<file path="src/rtl/spi_tx_fifo_pkg.sv">
// Shared SPI controller package: default widths/depths and the TX FIFO status
// bundle handed to the status register block.
package SPI_package;

    localparam int SPI_DATA_WIDTH  = 32;
    localparam int SPI_TFIFO_DEPTH = 8;
    localparam int SPI_TFIFO_AW    = $clog2(SPI_TFIFO_DEPTH);

    typedef struct packed {
        logic                  full;
        logic                  empty;
        logic [SPI_TFIFO_AW:0] level;
        logic                  thr;
        logic                  ovf;
        logic                  udf;
    } tf2st;

endpackage

</file>
<file path="src/rtl/spi_fifo_mem.sv">
// Generic FIFO storage: one synchronous write port, one combinational read port.
// Contents are not reset; the owning FIFO tracks validity through its pointers.
module spi_fifo_mem #(
    parameter int DW    = 32,
    parameter int DEPTH = 8
) (
    input  logic                     clk,
    input  logic                     we,
    input  logic [$clog2(DEPTH)-1:0] waddr,
    input  logic [DW-1:0]            wdata,
    input  logic [$clog2(DEPTH)-1:0] raddr,
    output logic [DW-1:0]            rdata
);

    logic [DEPTH-1:0][DW-1:0] mem;

    always_ff @(posedge clk) begin
        if (we) mem[waddr] <= wdata;
    end

    assign rdata = mem[raddr];

endmodule

</file>
<file path="src/rtl/spi_tx_fifo.sv">
// SPI transmit FIFO with level/threshold status and sticky overflow/underflow.
// Define SPI_TFIFO_FWFT_EN for first-word fall-through read data; otherwise
// read data is registered and valid the cycle after an accepted read.
module spi_tx_fifo #(
    parameter int  SPI_DATA_WIDTH = SPI_package::SPI_DATA_WIDTH,
    parameter int  TFIFO_DEPTH    = SPI_package::SPI_TFIFO_DEPTH,
    localparam int TFIFO_AW       = $clog2(TFIFO_DEPTH)
) (
    input  logic                      clk,
    input  logic                      rst,
    input  logic                      tfifo_wen,
    input  logic [SPI_DATA_WIDTH-1:0] wdata,
    input  logic                      tfifo_ren,
    output logic [SPI_DATA_WIDTH-1:0] tfifo_rdata,
    input  logic                      flush,
    input  logic                      err_clr,
    input  logic [TFIFO_AW:0]         thresh,
    output logic                      tfifo_full,
    output logic                      tfifo_empty,
    output logic [TFIFO_AW:0]         tfifo_level,
    output logic                      tfifo_thr,
    output logic                      tfifo_ovf,
    output logic                      tfifo_udf
);

    localparam logic [TFIFO_AW:0] FULL_LVL = (TFIFO_AW+1)'(TFIFO_DEPTH);

    logic [TFIFO_AW:0]         wptr, rptr;
    logic [SPI_DATA_WIDTH-1:0] mem_rd;
    logic                      rd_ok, wr_ok, ovf_set, udf_set;

    // Wrap bit makes full and empty distinguishable with a plain subtraction.
    assign tfifo_level = wptr - rptr;
    assign tfifo_empty = (tfifo_level == '0);
    assign tfifo_full  = (tfifo_level == FULL_LVL);
    assign tfifo_thr   = (tfifo_level <= thresh);

    // A pop in the same cycle frees the slot a write into a full FIFO needs.
    assign rd_ok   = tfifo_ren && !tfifo_empty && !flush;
    assign wr_ok   = tfifo_wen && (!tfifo_full || rd_ok) && !flush;
    assign ovf_set = tfifo_wen && !flush && !wr_ok;
    assign udf_set = tfifo_ren && !flush && tfifo_empty;

    always_ff @(posedge clk or posedge rst) begin
        if (rst) begin
            wptr <= '0;
            rptr <= '0;
        end else if (flush) begin
            wptr <= '0;
            rptr <= '0;
        end else begin
            if (wr_ok) wptr <= wptr + 1'b1;
            if (rd_ok) rptr <= rptr + 1'b1;
        end
    end

    // Set has priority so an error coinciding with err_clr is not lost.
    always_ff @(posedge clk or posedge rst) begin
        if (rst) begin
            tfifo_ovf <= 1'b0;
            tfifo_udf <= 1'b0;
        end else begin
            if (ovf_set)      tfifo_ovf <= 1'b1;
            else if (err_clr) tfifo_ovf <= 1'b0;
            if (udf_set)      tfifo_udf <= 1'b1;
            else if (err_clr) tfifo_udf <= 1'b0;
        end
    end

    spi_fifo_mem #(
        .DW    (SPI_DATA_WIDTH),
        .DEPTH (TFIFO_DEPTH)
    ) u_mem (
        .clk   (clk),
        .we    (wr_ok),
        .waddr (wptr[TFIFO_AW-1:0]),
        .wdata (wdata),
        .raddr (rptr[TFIFO_AW-1:0]),
        .rdata (mem_rd)
    );

`ifdef SPI_TFIFO_FWFT_EN
    assign tfifo_rdata = tfifo_empty ? '0 : mem_rd;
`else
    always_ff @(posedge clk or posedge rst) begin
        if (rst)        tfifo_rdata <= '0;
        else if (rd_ok) tfifo_rdata <= mem_rd;
    end
`endif

endmodule

</file>
<file path="config.mk">
export PLATFORM = sky130hd
export DESIGN_NAME = spi_tx_fifo
export DESIGN_NICKNAME = d
export VERILOG_FILES = /design/src/rtl/spi_tx_fifo_pkg.sv /design/src/rtl/spi_fifo_mem.sv /design/src/rtl/spi_tx_fifo.sv
export SDC_FILE = /design/constraint.sdc
export NUM_CORES = 1
export LEC_CHECK = 0
export CAP_MARGIN = 0
export CORE_ASPECT_RATIO = 1.5
export CORE_UTILIZATION = 58
export DETAILED_ROUTE_END_ITERATION = 6
export HOLD_SLACK_MARGIN = 0.02
export PLACE_DENSITY = 0.79
export SETUP_SLACK_MARGIN = 0.5
export SLEW_MARGIN = 20
export SYNTH_ARGS = -nofsm -noshare
export SYNTH_HDL_FRONTEND = slang
export SYNTH_HIERARCHICAL = 1
export SYNTH_SLANG_ARGS = --single-unit
export TNS_END_PERCENT = 10
</file>
<file path="constraint.sdc">
create_clock -name clk -period 5.4 [get_ports clk]
set_input_delay 1.08 -clock clk [delete_from_list [all_inputs] [get_ports clk]]
set_output_delay 1.08 -clock clk [all_outputs]
set_load 0.02 [all_outputs]
</file>
======== Word-level counts from Yosys, hierarchy flattened ========
Cells that the tools add are included.
cells by class
  order comparisons ....................... 4
  $add $sub $neg .......................... 3
  reductions and logical operators ........ 19
  equality and inequality tests ........... 1
  mux-type cells .......................... 12
operators by type and width
  cell                                                 count
  bitwise mux 256 bit                                  1
  binary-select mux 32 bit (select 3 bit)              1
  demux 32 bit (select 3 bit)                          1
  two-way mux 32 bit                                   2
  two-way mux 4 bit                                    4
  logical AND 1 bit                                    9
  adder 4 x 1 -> 4 bit, second input constant          2
  < comparator 3 x 4 -> 1 bit, second input constant   2
  nonzero test 2 bit                                   4
  equality test 4 bit, second input constant           1
  less-or-equal comparator 4 bit                       1
  zero test 1 bit                                      4
  zero test 4 bit                                      1
  subtractor 4 bit                                     1
  >= comparator 3 x 1 -> 1 bit, second input constant  1
  two-way mux 1 bit                                    3
  logical OR 1 bit                                     1
word-level totals
  output and inout bits ................... 41
  input bits .............................. 42
  register bits after elaboration ......... 298
  logic and storage cells ................. 52

======== Depth between registers and ports, before layout ========
Gate-level depths: netlist of run 1.
  word-level depth ........................ 11
  gate-level depth with buffers ........... 10
  gate-level depth less buffers ........... 10

======== Hierarchy ========
Netlist of run 1, hierarchy kept.
by module, submodules not included
  module        seq. area each (um^2)  cells an instance  area each (um^2)  instances
  spi_fifo_mem  7687.4                 383                9819.4            1
  spi_tx_fifo   1051.0                 155                2132.0            1

======== Least setup slack after synthesis of run 1 ========
Ideal clock, no wire load.
  kind .................................... register to register
  start ................................... register wptr[0]
  end ..................................... register u_mem/mem[0] in the netlist's numbering, enable pin
  slack ................................... 797 ps
  data arrival time ....................... 4142 ps
  path buffers ............................ 1
  data required time ...................... 4939 ps
  stages on the path, launching flop included .. 11
  setup time .............................. 461 ps
  cell sequence ........................... dfrtp_1 -> inv_1 -> ha_1 -> fa_1 -> xor2_1 -> nand3_2 -> o41a_1 -> buf_6 -> nor2b_1 -> nand2b_1 -> nor3_1
between the ends
  word-level cells in the longest chain between the ends .. 8
  elaborated cells between the ends (all ways) .. 10
  classes of those cells .................. add/sub: 1; eq/ne: 1; reduce/logical: 8
RTL lines
  what                               RTL line            source
  from (decl)                        spi_tx_fifo.sv:28   logic [TFIFO_AW:0] wptr, rptr;
  from (signal assigned)             spi_tx_fifo.sv:52   if (wr_ok) wptr <= wptr + 1'b1;
  subtractor 4 bit *                 spi_tx_fifo.sv:33   assign tfifo_level = wptr - rptr;
  zero test 4 bit                    spi_tx_fifo.sv:34   assign tfifo_empty = (tfifo_level == '0);
  zero test 1 bit                    spi_tx_fifo.sv:39   assign rd_ok = tfifo_ren && !tfifo_empty && !flush;
  logical AND 1 bit (2 in series)    spi_tx_fifo.sv:39
  logical OR 1 bit *                 spi_tx_fifo.sv:40   assign wr_ok = tfifo_wen && (!tfifo_full || rd_ok) && !flush;
  logical AND 1 bit * (2 in series)  spi_tx_fifo.sv:40
  named net wr_ok                    spi_tx_fifo.sv:30   logic rd_ok, wr_ok, ovf_set, udf_set;
  to (signal, indexed assignment)    spi_fifo_mem.sv:18  if (we) mem[waddr] <= wdata;
  to (decl)                          spi_fifo_mem.sv:15  logic [DEPTH-1:0][DW-1:0] mem;
Mark *: on every way through the listed nets, which the timed path passes. The rest lies on a longest branch.
A chain may end at the register's enable or synchronous reset.

======== Final worst setup path of run 1 ========
  start ................................... register rptr[1]
  end ..................................... output tfifo_thr
between the ends
  word-level cells in the longest chain between the ends .. 2
RTL lines
  what                            RTL line           source
  from (decl)                     spi_tx_fifo.sv:28
  from (signal assigned)          spi_tx_fifo.sv:53  if (rd_ok) rptr <= rptr + 1'b1;
  subtractor 4 bit                spi_tx_fifo.sv:33
  less-or-equal comparator 4 bit  spi_tx_fifo.sv:36  assign tfifo_thr = (tfifo_level <= thresh);
  to (decl)                       spi_tx_fifo.sv:21  output logic tfifo_thr,
No other way between the ends.

==> impl_metrics.json, run 1 <==
{
  "skew_ps": 8.55,
  "end_kind": "output pin",
  "synth_cell_types": 39,
  "final_area_um2": 14100,
  "cp-start-kind": "register",
  "grt_usage": 0.220,
  "slew_violations": 0,
  "drtIter0Drc": 442,
  "dieWidth_um": 119,
  "rsz0062_at_grt": "false",
  "path_max_fanout": 36,
  "nFillCells": 1198,
  "synthToLayoutAreaGrowth_pct": 17.6,
  "core_area_um2": 20300,
  "holdBufCountCts": 0,
  "tritoncts": "done",
  "syn_inst": 538,
  "ys_ff_latch": 298,
  "num_rows": 64,
  "gp_congestion": 0.727,
  "finalCriticalPeriod_ps": 4580,
  "grt_pass1_vias": 5900,
  "initial_core_util": 0.590,
  "synth-edff-count": 256,
  "slew_headroom": 0.369,
  "worst_slack_ps": 825,
  "fin_crit_sh": 0.847,
  "cts_buffers": 27,
  "fmax_mhz": 219,
  "synth.cell_area_um2": 12000,
  "fin_tns_setup_ps": 0,
  "grt_pass1_wl_um": 34000,
  "synth.top_cells.by_area": "edfxtp_1 (64%), dfrtp_1 (8.8%), mux4_1 (8.8%), mux4_2 (4.5%), mux2_4 (3.8%)",
  "firstDrtPassIters": 4,
  "synth_top_cell_by_area": "edfxtp_1",
  "port_buffers": 82,
  "worstMarginPinSlew_ps": 944,
  "vias": 5536,
  "drive_above_1_share": 0.247,
  "status": "finished clean",
  "die_y_um": 178,
  "cts_repair_resize_count": 0,
  "setup_viol": 0,
  "cap_viol_max_count": 0,
  "avgSynthCellArea_um2": 22.2,
  "grt_max_degree": 67,
  "dp_hpwl_um": 12500,
  "hold_slack_ps": 509,
  "postCtsSetupBuffers": 0,
  "hold_class": "reg2reg",
  "yosysTopAreaCellShare": 0.643,
  "drc_errors": 0,
  "power.density_nw_per_um2": 476,
  "place_ws_ps": 1200,
  "place_area_um2": 13100,
  "arrival_ps": 3500,
  "path_clk_slew_ps": 70,
  "wirelength_um": 22300,
  "syn_nets": 590,
  "synth_ff_type": "edfxtp_1",
  "ys_seq_area_frac": 0.731,
  "n_antenna_cell": 0,
  "critical_path_class": "reg2out",
  "cts_root_buf": "clkbuf_16",
  "cts.sinks": 298,
  "rr_worst_depth": 10,
  "p_leak_nw": 4.79,
  "async_flop_share": 0.141,
  "htreeDepth": 1,
  "grt.overflow.total": 0,
  "wire_per_inst_um": 24.1,
  "pin_count": 83,
  "via_per_inst": 5.98,
  "synth_warnings": 6,
  "required_ps": 4320,
  "ir_drop_v": 0.000300,
  "die_area_um2": 21200,
  "insertion_delay_ps": 530,
  "report.final.hold_viol_count": 0,
  "antenna_left": 0,
  "antenna_found_initial": 0,
  "clockBufferDepth": 3,
  "synth.most_common_cell": "edfxtp_1",
  "nets": 693,
  "min_path_cells": 1,
  "synthTopCellsByCount": "edfxtp_1 (256), dfrtp_1 (42), mux4_1 (40)"
}
==> sequential cells by signal, summed over array words and instances (netlist names) <==
register     count
rptr             4
wptr             4
tfifo_ovf        1
tfifo_udf        1
tfifo_rdata     32
u_mem/mem      256
==> layout by cell type (no fill, tap or decap), drive strengths merged, types with 3 or more instances in the layout <==
cell type / count
mux4: 64
xor2: 3
bufinv: 6
nand2: 3
clkdlybuf4s50: 82
ha: 9
nor3: 3
inv: 18
edfxtp: 256
buf: 15
nand3: 4
clkinv: 10
a21oi: 8
clkbuf: 31
dfrtp: 42
nand2b: 6
mux2: 64
nor2: 13
==> kinds of logic (layout without fill, tap and decap cells) <==
kind of cell | count (synthesis) | in the layout | share of synthesized area
XOR/XNOR | 5 | 5 | 0.00366
adder cells (fa/ha/maj) | 10 | 10 | 0.0111
buffers and inverters | 40 | 163 | 0.0218
AND/OR/NAND/NOR | 36 | 36 | 0.0159
AO/OA/AOI/OAI | 19 | 19 | 0.0118
flip-flops | 298 | 298 | 0.731
multiplexers | 130 | 130 | 0.205
==> report_power, final <==
| part | internal (mW) | switching (mW) |
|---|---|---|
| Clock | 1.22 | 0.813 |
| Combinational | 0.973 | 0.845 |
| Sequential | 2.73 | 0.104 |
| Total | 4.93 | 1.76 |
==> path summary, 6_finish.rpt <==
check,startpoint,end,slack (ps)
min in group asynchronous,rst,tfifo_rdata[28]$_DFFE_PP0P_,1030
worst min-delay path,tfifo_rdata[31]$_DFFE_PP0P_,tfifo_rdata[31]$_DFFE_PP0P_,510
worst min register to register,tfifo_rdata[31]$_DFFE_PP0P_,tfifo_rdata[31]$_DFFE_PP0P_,510
max in group asynchronous,rst,rptr[0]$_DFFE_PP0P_,3930
worst max register to register,rptr[1]$_DFFE_PP0P_,u_mem/mem[154]$_DFFE_PP_,1550
worst max-delay path,rptr[1]$_DFFE_PP0P_,tfifo_thr,820
==> layout make-up <==
type                       count  area, um^2  share of cell area
sequential                   298        8740               0.622
inverter                      17        63.8             0.00454
tap                          264         330              0.0235
timing repair buffer          97         958              0.0682
clock buffer                  31         701              0.0498
clock inverter                18         250              0.0178
multi-input combinational    200        3010               0.214
==> stage by stage <==
stage,power [mW],instances,util
after floorplan,4.13,538,-
after global placement,4.66,876,0.647
after detailed placement,4.71,876,0.647
after CTS,6.75,925,0.694
after global routing,6.94,925,0.694
final,6.69,925,0.694
==> per-layer routing <==
| layer | track usage | wire length [um] |
|---|---|---|
| met2 | 0.399 | 12200 |
| met5 | 0 | 0 |
| met1 | 0.267 | 8620 |
| met3 | 0.0302 | 889 |
| met4 | 0.0807 | 580 |
==> critical path: stages (launching register included) <==
cell and delay (ps):
dfrtp_2 370, buf_4 480, inv_1 100, ha_1 300, nand3b_1 150, and3_4 210
nor2_1 120, inv_1 100, ha_1 290, a21oi_1 130, a41o_1 110, clkdlybuf4s50_1 590
Power figures use the tool's default switching activity.
==> inputs of run 2 (changes only) <==
==> constraint.sdc (replaced) <==
create_clock -name clk -period 4.5 [get_ports clk]
set_input_delay 0.9 -clock clk [delete_from_list [all_inputs] [get_ports clk]]
set_output_delay 0.9 -clock clk [all_outputs]
set_load 0.02 [all_outputs]
==> impl_metrics.json, run 2 (same netlist as run 1, synthesis figures left out) <==
{
  "p_int_mw": 5.78,
  "cts_buffers": 26,
  "multiInputGateArea_um2": 3010,
  "reg2reg_to": "u_mem/mem[94]$_DFFE_PP_",
  "grt_pass1_vias": 5835,
  "antenna_left": 0,
  "drtIter0Drc": 316,
  "wire_per_inst_um": 23.7,
  "slew_headroom": 0.390,
  "nFillCells": 1230,
  "path_clk_slew_ps": 60,
  "fin_tns_setup_ps": 0,
  "combPwrFrac": 0.278,
  "via_per_inst": 6.01,
  "slew_violations": 0,
  "seqPwrFrac": 0.432,
  "cts.sinks": 298,
  "skew_ps": 8.24,
  "setup_viol": 0,
  "end_kind": "output pin",
  "hold_class": "reg2reg",
  "cts_root_buf": "clkbuf_16",
  "regArea_um2": 8750,
  "report.final.hold_viol_count": 0,
  "min_path_cells": 1,
  "clockBufferDepth": 3,
  "drive_above_1_share": 0.256,
  "port_buffers": 82,
  "cap_viol_max_count": 0,
  "vias": 5557,
  "timing.critical_path.mode_cell": "ha_1",
  "p_sw_mw": 2.09,
  "clockPowerShare": 0.290,
  "fmax_mhz": 264,
  "grt_max_degree": 67,
  "synthToLayoutAreaGrowth_pct": 17.5,
  "dieWidth_um": 119,
  "critPathSlowestCell": "fa_1",
  "timing.rr.start": "rptr[0]$_DFFE_PP0P_",
  "drc_errors": 0,
  "status": "finished clean",
  "core_area_um2": 20300,
  "dp_hpwl_um": 12200,
  "arrival_ps": 2880,
  "largest_reg_flops": 256,
  "tritoncts": "done",
  "slowest_delay_ps": 520,
  "cp_cell_sequence": "ha_1 -> fa_1 -> inv_1 -> ha_1 -> nor2b_1 -> o21ai_0 -> nand2b_1 -> a21oi_1 -> a41o_1 -> clkbuf_2",
  "place_ws_ps": 662,
  "ir_drop_v": 0.000393,
  "insertion_delay_ps": 530,
  "die_area_um2": 21200,
  "required_ps": 3600,
  "grt_pass1_wl_um": 33500,
  "final_cell_mix": "edfxtp_1 (256), clkdlybuf4s50_1 (81), mux4_1 (40)",
  "htreeDepth": 1,
  "initial_core_util": 0.590,
  "place_area_um2": 13100,
  "gp_congestion": 0.775,
  "path_buf_inv": 2,
  "top_register": "u_mem/mem",
  "num_rows": 64,
  "nets": 693,
  "pin_count": 83,
  "wirelength_um": 21900,
  "crit_family": "adder cells",
  "critical_path_class": "reg2out",
  "fin_crit_sh": 0.841,
  "rrSetupSlack_ps": 1210,
  "worstHoldStart": "tfifo_rdata[14]$_DFFE_PP0P_",
  "path_max_fanout": 2,
  "swShare": 0.265,
  "finalCriticalPeriod_ps": 3780,
  "cp-start-kind": "register",
  "die_y_um": 178,
  "firstDrtPassIters": 4,
  "rsz0062_at_grt": "false",
  "top_regs": "u_mem/mem: 256 flops, tfifo_rdata: 32 flops",
  "grt.overflow.total": 0,
  "worst_slack_ps": 716,
  "antenna_found_initial": 0,
  "final_common_cell": "edfxtp_1",
  "rr_worst_depth": 9,
  "n_antenna_cell": 0,
  "power.density_nw_per_um2": 561,
  "worstMarginPinSlew_ps": 915,
  "p_leak_nw": 4.77,
  "hold-path-endpoint": "tfifo_rdata[14]$_DFFE_PP0P_",
  "grt_usage": 0.214,
  "final_area_um2": 14000
}
## run 2: cell count changes in the layout (fill, tap and decap cells not counted), sizes merged
cell | previous run | this run
buf | 15 | 16
bufinv | 6 | 3
clkbuf | 31 | 35
clkdlybuf4s50 | 82 | 81
clkinv | 10 | 8
clkinvlp | 1 | 4
inv | 18 | 16
## run 2: layout make-up
| cell class | count | area share |
|---|---|---|
| sequential | 298 | 0.623 |
| multi-input combinational | 200 | 0.214 |
| timing repair buffer | 98 | 0.0702 |
| clock buffer | 34 | 0.0528 |
| tap | 264 | 0.0235 |
| clock inverter | 14 | 0.0116 |
| inverter | 17 | 0.00463 |
## run 2: worst max path at each step
stage / startpoint / end / slack, ps / cells past startpoint
global placement: thresh[1] / tfifo_thr / 750 / 9
floorplan: wptr[0]$_DFFE_PP0P_ / u_mem/mem[0]$_DFFE_PP_ / -100 / 10
detailed placement: wptr[0]$_DFFE_PP0P_ / tfifo_thr / 660 / 11
CTS: rptr[0]$_DFFE_PP0P_ / tfifo_thr / 560 / 10
global route: rptr[0]$_DFFE_PP0P_ / tfifo_thr / 590 / 10
finish: rptr[0]$_DFFE_PP0P_ / tfifo_thr / 720 / 10
## run 2: worst register-to-register path, stage by stage (launching register included)
cell	delay, ps
dfrtp_4	470
ha_1	210
fa_1	380
xor2_1	170
nand3_2	150
o41a_1	370
nor2b_1	230
nand2_1	250
nor3_2	170
buf_4	470
## run 2: per-stage QoR
step | instances | power (mW) | utilization | hold slack, ps
after global routing | 925 | 8.20 | 0.693 | 523
after global placement | 876 | 5.59 | 0.648 | 493
after floorplan | 538 | 4.95 | - | 526
after CTS | 925 | 7.96 | 0.693 | 514
final | 925 | 7.87 | 0.693 | 508
after detailed placement | 876 | 5.66 | 0.648 | 495
## run 2: repair_timing
| item | CTS | global route |
|---|---|---|
| gates cloned | 0 | 0 |
| buffers inserted | 1 | 0 |
| resized for setup | 3 | 2 |
| setup endpoints to repair | 1 | 1 |
| hold buffers | 0 | 0 |
## run 2: power by group through the flow
stage / registers [mW] / clock network [mW] / logic, mW
detailed placement: 3.46 / 0 / 2.20
CTS: 3.40 / 2.33 / 2.22
global placement: 3.44 / 0 / 2.15
global route: 3.43 / 2.43 / 2.34
finish: 3.40 / 2.28 / 2.19
floorplan: 3.64 / 0 / 1.32
## run 2: routing by layer
metal | global-route usage | vias up | part of all wire
li1 | - | 2420 | -
met1 | 0.270 | 2917 | 0.39
met2 | 0.383 | 179 | 0.54
met3 | 0.0289 | 41 | 0.051
met4 | 0.0723 | 0 | 0.022
met5 | 0 | - | 0
==> RTL edit 1, RTL diff (config.mk and constraints of run 1) <==
Register the output `tfifo_level`, with the module's reset; this adds one clock of latency there. The other outputs are not delayed to match.
--- a/src/rtl/spi_tx_fifo.sv
+++ b/src/rtl/spi_tx_fifo.sv
@@ -25,15 +25,17 @@
 
     localparam logic [TFIFO_AW:0] FULL_LVL = (TFIFO_AW+1)'(TFIFO_DEPTH);
 
+    logic [TFIFO_AW:0] tfifo_level_d;
+
     logic [TFIFO_AW:0]         wptr, rptr;
     logic [SPI_DATA_WIDTH-1:0] mem_rd;
     logic                      rd_ok, wr_ok, ovf_set, udf_set;
 
     // Wrap bit makes full and empty distinguishable with a plain subtraction.
-    assign tfifo_level = wptr - rptr;
-    assign tfifo_empty = (tfifo_level == '0);
-    assign tfifo_full  = (tfifo_level == FULL_LVL);
-    assign tfifo_thr   = (tfifo_level <= thresh);
+    assign tfifo_level_d = wptr - rptr;
+    assign tfifo_empty = (tfifo_level_d == '0);
+    assign tfifo_full  = (tfifo_level_d == FULL_LVL);
+    assign tfifo_thr   = (tfifo_level_d <= thresh);
 
     // A pop in the same cycle frees the slot a write into a full FIFO needs.
     assign rd_ok   = tfifo_ren && !tfifo_empty && !flush;
@@ -88,5 +90,13 @@
     end
 `endif
 
+    always_ff @(posedge clk or posedge rst) begin
+        if (rst) begin
+            tfifo_level <= '0;
+        end else begin
+            tfifo_level <= tfifo_level_d;
+        end
+    end
+
 endmodule
 
Function: changed (Yosys sat finds a counterexample within 4 cycles, from zero or initial values and one cycle with rst high).
==> RTL edit 1 against run 1 <==
  * Total power fell by 2.6%
  * Synthesized area barely moved
  * Final area is 0.63% lower
  * Utilization rose by 0.66 points
  * Non-clock buffer count down 4
  * Fmax rose by 0.82%
  * First-iteration DRC count fell by 30%
  * Wire length is 1.2% lower
  * Count of clock-buffer cells in the layout is 1 higher
  * Setup slack improved by 0.037 ns
  * Sequential cell count is 4 higher
  * Synthesized cell count up 0.74%
==> RTL edit 1: results <==
final_layout:
  fill_cells: 1171
  buffer_area_share_pct: 6.468
  nClkBuffers: 32
  multi_input_area_share_pct: 21.03
  buffers: 93
  nets: 694
  synthToLayoutAreaGrowth_pct: 16.94
  drive_above_1_share_pct: 23.98
  final-seq-area_um2: 8845
  num-multi-input-gates: 201
  clkCellAreaFrac_pct: 6.387
power_and_ir_drop:
  power_combinational_uw: 1700
  peakVddDrop_uv: 352.8
  p_sw_uw: 1747
  p_leak_uw: 0.004679
  p_clk_uw: 1910
  seq_power_uw: 2910
drt:
  vias_per_cell: 5.943
  drt-met1-wl_um: 8252
  vias: 5485
  wl_met3_um: 1076
  wl_met2_um: 12270
  drt-total-wl_um: 22050
  initialDrtViolationCount: 308
place:
  gp_congestion: 0.7684
  dpl-instance-area_um2: 13080
  dp.cells: 873
  post-dp-hpwl_um: 12920
  pre_cts_ws_ns: 1.116
worst_setup_path:
  worstPathMaxFanout: 8
  worstRegToRegCells: 10
  crit_arrival_ns: 3.46
  cp_top_family: "adder cells"
yosys:
  yosys_register_bits: 302
  synthTopCellsByArea: "edfxtp_1 (64%), dfrtp_1 (9.6%), mux4_1 (8.8%)"
  synthArstFlopShare_pct: 15.23
  syn_nets: 594
  synth-adder-area-share_pct: 1.110
  ys_seq_area_share_pct: 74.00
  synthMuxAreaShare_pct: 19.53
  netlist_instances: 542
  synthXorXnorAreaFrac_pct: 0.2933
  synth_commonest_cells: "edfxtp_1 (256), mux2_2 (63), dfrtp_1 (46)"
sta:
  fin_worst_skew_ns: 0.02232
  slew_headroom_pct: 27.63
status:
  status: "finished clean"
cts:
  post_cts_buffers: 0
global_route:
  met2_usage_pct: 39.87
  grt_usage_pct: 22.01
  grt_pass1_wl_um: 34340
  grt_util_met1_pct: 27.62
  grt_pass1_vias: 5963
hold_path:
  hp-class: "register to register"
-- RTL edit 1: cell count changes after synthesis, moves of 2 or more --
cell,change
buf_6,+2
buf_12,-3
mux2_2,+29
mux2_4,-30
dfrtp_1,+4
-- RTL edit 1: final timing paths --
| kind | startpoint | to | slack [ns] |
|---|---|---|---|
| max | wptr[0]$_DFFE_PP0P_ | tfifo_thr | 0.86 |
| min | tfifo_rdata[28]$_DFFE_PP0P_ | tfifo_rdata[28]$_DFFE_PP0P_ | 0.49 |
| max in group asynchronous | rst | rptr[0]$_DFFE_PP0P_ | 3.85 |
| max reg2reg | wptr[0]$_DFFE_PP0P_ | u_mem/mem[118]$_DFFE_PP_ | 1.48 |
| min in group asynchronous | rst | tfifo_rdata[11]$_DFFE_PP0P_ | 1.04 |
| min reg2reg | tfifo_rdata[28]$_DFFE_PP0P_ | tfifo_rdata[28]$_DFFE_PP0P_ | 0.49 |
==> RTL edit 2, RTL diff (flow settings as in run 1) <==
Made on the original files. Change the package constant `SPI_TFIFO_DEPTH` from 8 to 4.
--- a/src/rtl/spi_tx_fifo_pkg.sv
+++ b/src/rtl/spi_tx_fifo_pkg.sv
@@ -3,7 +3,7 @@
 package SPI_package;
 
     localparam int SPI_DATA_WIDTH  = 32;
-    localparam int SPI_TFIFO_DEPTH = 8;
+    localparam int SPI_TFIFO_DEPTH = 4;
     localparam int SPI_TFIFO_AW    = $clog2(SPI_TFIFO_DEPTH);
 
     typedef struct packed {
Interface: changed (resized tfifo_level and thresh); port bits go from 83 to 81. The function was not compared with the original's and may differ.
==> RTL edit 2 against run 1 <==
  * Synthesized area is 46% lower
  * Wire length is 50% lower
  * Non-clock buffer count is 13 lower
  * Total power is 37% lower
  * Utilization is 3.5 points higher
  * Final area is 43% lower
  * Sequential cell count is 130 lower
  * Critical path depth is 3 lower
  * Setup slack better by 0.32 ns
==> RTL edit 2: results <==
global_route:
  grt_max_degree: 41
  grt_pass1_wl_um: 17660
  grt_pass1_vias: 3353
  grt_usage_pct: 21.56
sta:
  fin_worst_skew_ns: 0.006741
  worst_slew_pin_slew_ns: 0.9427
power_and_ir_drop:
  peakVddDrop_uv: 320.0
  p_leak_uw: 0.002795
cts:
  clkLatencyLatePin_ns: 0.41
  h-tree-depth: 4
  root_buffer: "clkbuf_16"
  ctsResizeCount: 0
  numCtsBuffers: 17
  clockBufferDepth: 2
place:
  dp.cells: 522
  post-dp-hpwl_um: 6432
  port_buffers: 80
  gp_congestion: 0.7076
  pre_cts_ws_ns: 1.341
worst_setup_path:
  r2r-start: "wptr[0]$_DFFE_PP0P_"
  regToRegEndpoint: "u_mem/mem[109]$_DFFE_PP_"
  worstRegToRegCells: 6
  regToRegSetupSlack_ns: 2.30
  crit_arrival_ns: 3.17
  worstPathMaxFanout: 10
hold_path:
  whs_path_depth: 1
  hp-start: "tfifo_ovf$_DFFE_PP0P_"
  whs_endpoint: "tfifo_ovf$_DFFE_PP0P_"
final_layout:
  nets: 442
  top_regs: "u_mem/mem (128), tfifo_rdata (32)"
  drive_above_1_share_pct: 25.31
  antenna_cells: 0
yosys:
  netlist_instances: 302
  synth_edf_count: 128
  ys_seq_area_share_pct: 74.49
  synthArstFlopShare_pct: 23.81
  syn_nets: 350
  synth_cell_types: 35
  synthTopCellsByArea: "edfxtp_1 (59%), dfrtp_1 (15%), mux4_2 (10%)"
  synth_commonest_cells: "edfxtp_1 (128), dfrtp_1 (40), mux2_2 (31)"
status:
  status: "finished clean"
drt:
  vias_per_cell: 5.626
  vias: 3117
  initialDrtViolationCount: 163
  drt-total-wl_um: 11220
## RTL edit 2: worst max path at each step
stage,start,to,slack [ns],cells after the start
floorplan,wptr[0]$_DFFE_PP0P_,u_mem/mem[0]$_DFFE_PP_,0.85,6
CTS,wptr[0]$_DFFE_PP0P_,tfifo_thr,1.12,8
global route,wptr[0]$_DFFE_PP0P_,tfifo_thr,1.0,8
finish,wptr[0]$_DFFE_PP0P_,tfifo_thr,1.15,8
detailed placement,thresh[1],tfifo_thr,1.34,7
global placement,thresh[1],tfifo_thr,1.44,7
## RTL edit 2: worst max-delay path, cell delays in order, from the launching register on
cell and delay, ns:
dfrtp_1 0.45, inv_1 0.09, ha_1 0.22, fa_1 0.41, xor3_2 0.36, ha_1 0.34, o21a_1 0.11, o21ai_0 0.15
clkdlybuf4s50_1 0.62
## RTL edit 2: kinds of logic after synthesis
| kind of cell | after synthesis | synth area share (%) |
|---|---|---|
| adder cells (fa/ha/maj) | 7 | 1.462 |
| buffers and inverters | 19 | 2.366 |
| AND/OR/NAND/NOR | 27 | 2.366 |
| flip-flops | 168 | 74.49 |
| AO/OA/AOI/OAI | 10 | 1.231 |
| multiplexers | 69 | 17.56 |
| XOR/XNOR | 2 | 0.5194 |
## RTL edit 2: metrics by stage
stage               instance area [um2]  hold slack (ns)
floorplan                          6504           0.5235
global placement                   7398           0.4756
detailed placement                 7426           0.4728
CTS                                8014           0.4903
global route                       8014           0.5070
finish                             8014           0.4882
## RTL edit 2: routing by layer
layer	part of all wire (%)	track usage (%)
met1	39	26.28
met2	56	36.62
met3	3.9	5.025
met4	1.7	8.513
met5	0	0
## RTL edit 2: cell type report
cell class                 count  area (um2)
clock buffer                  18       429.2
fill                         657        2983
sequential                   168        4847
clock inverter                14       158.9
tap                          147       183.9
timing repair buffer          84       850.8
multi-input combinational    115        1514
inverter                       8       30.03
## RTL edit 2: where the power goes
| part | switching, uW | total, uW | internal (uW) |
|---|---|---|---|
| logic | 642 | 1360 | 719 |
| clock network | 462 | 1180 | 721 |
| registers | 94.8 | 1690 | 1590 |
| total | 1200 | 4230 | 3030 |
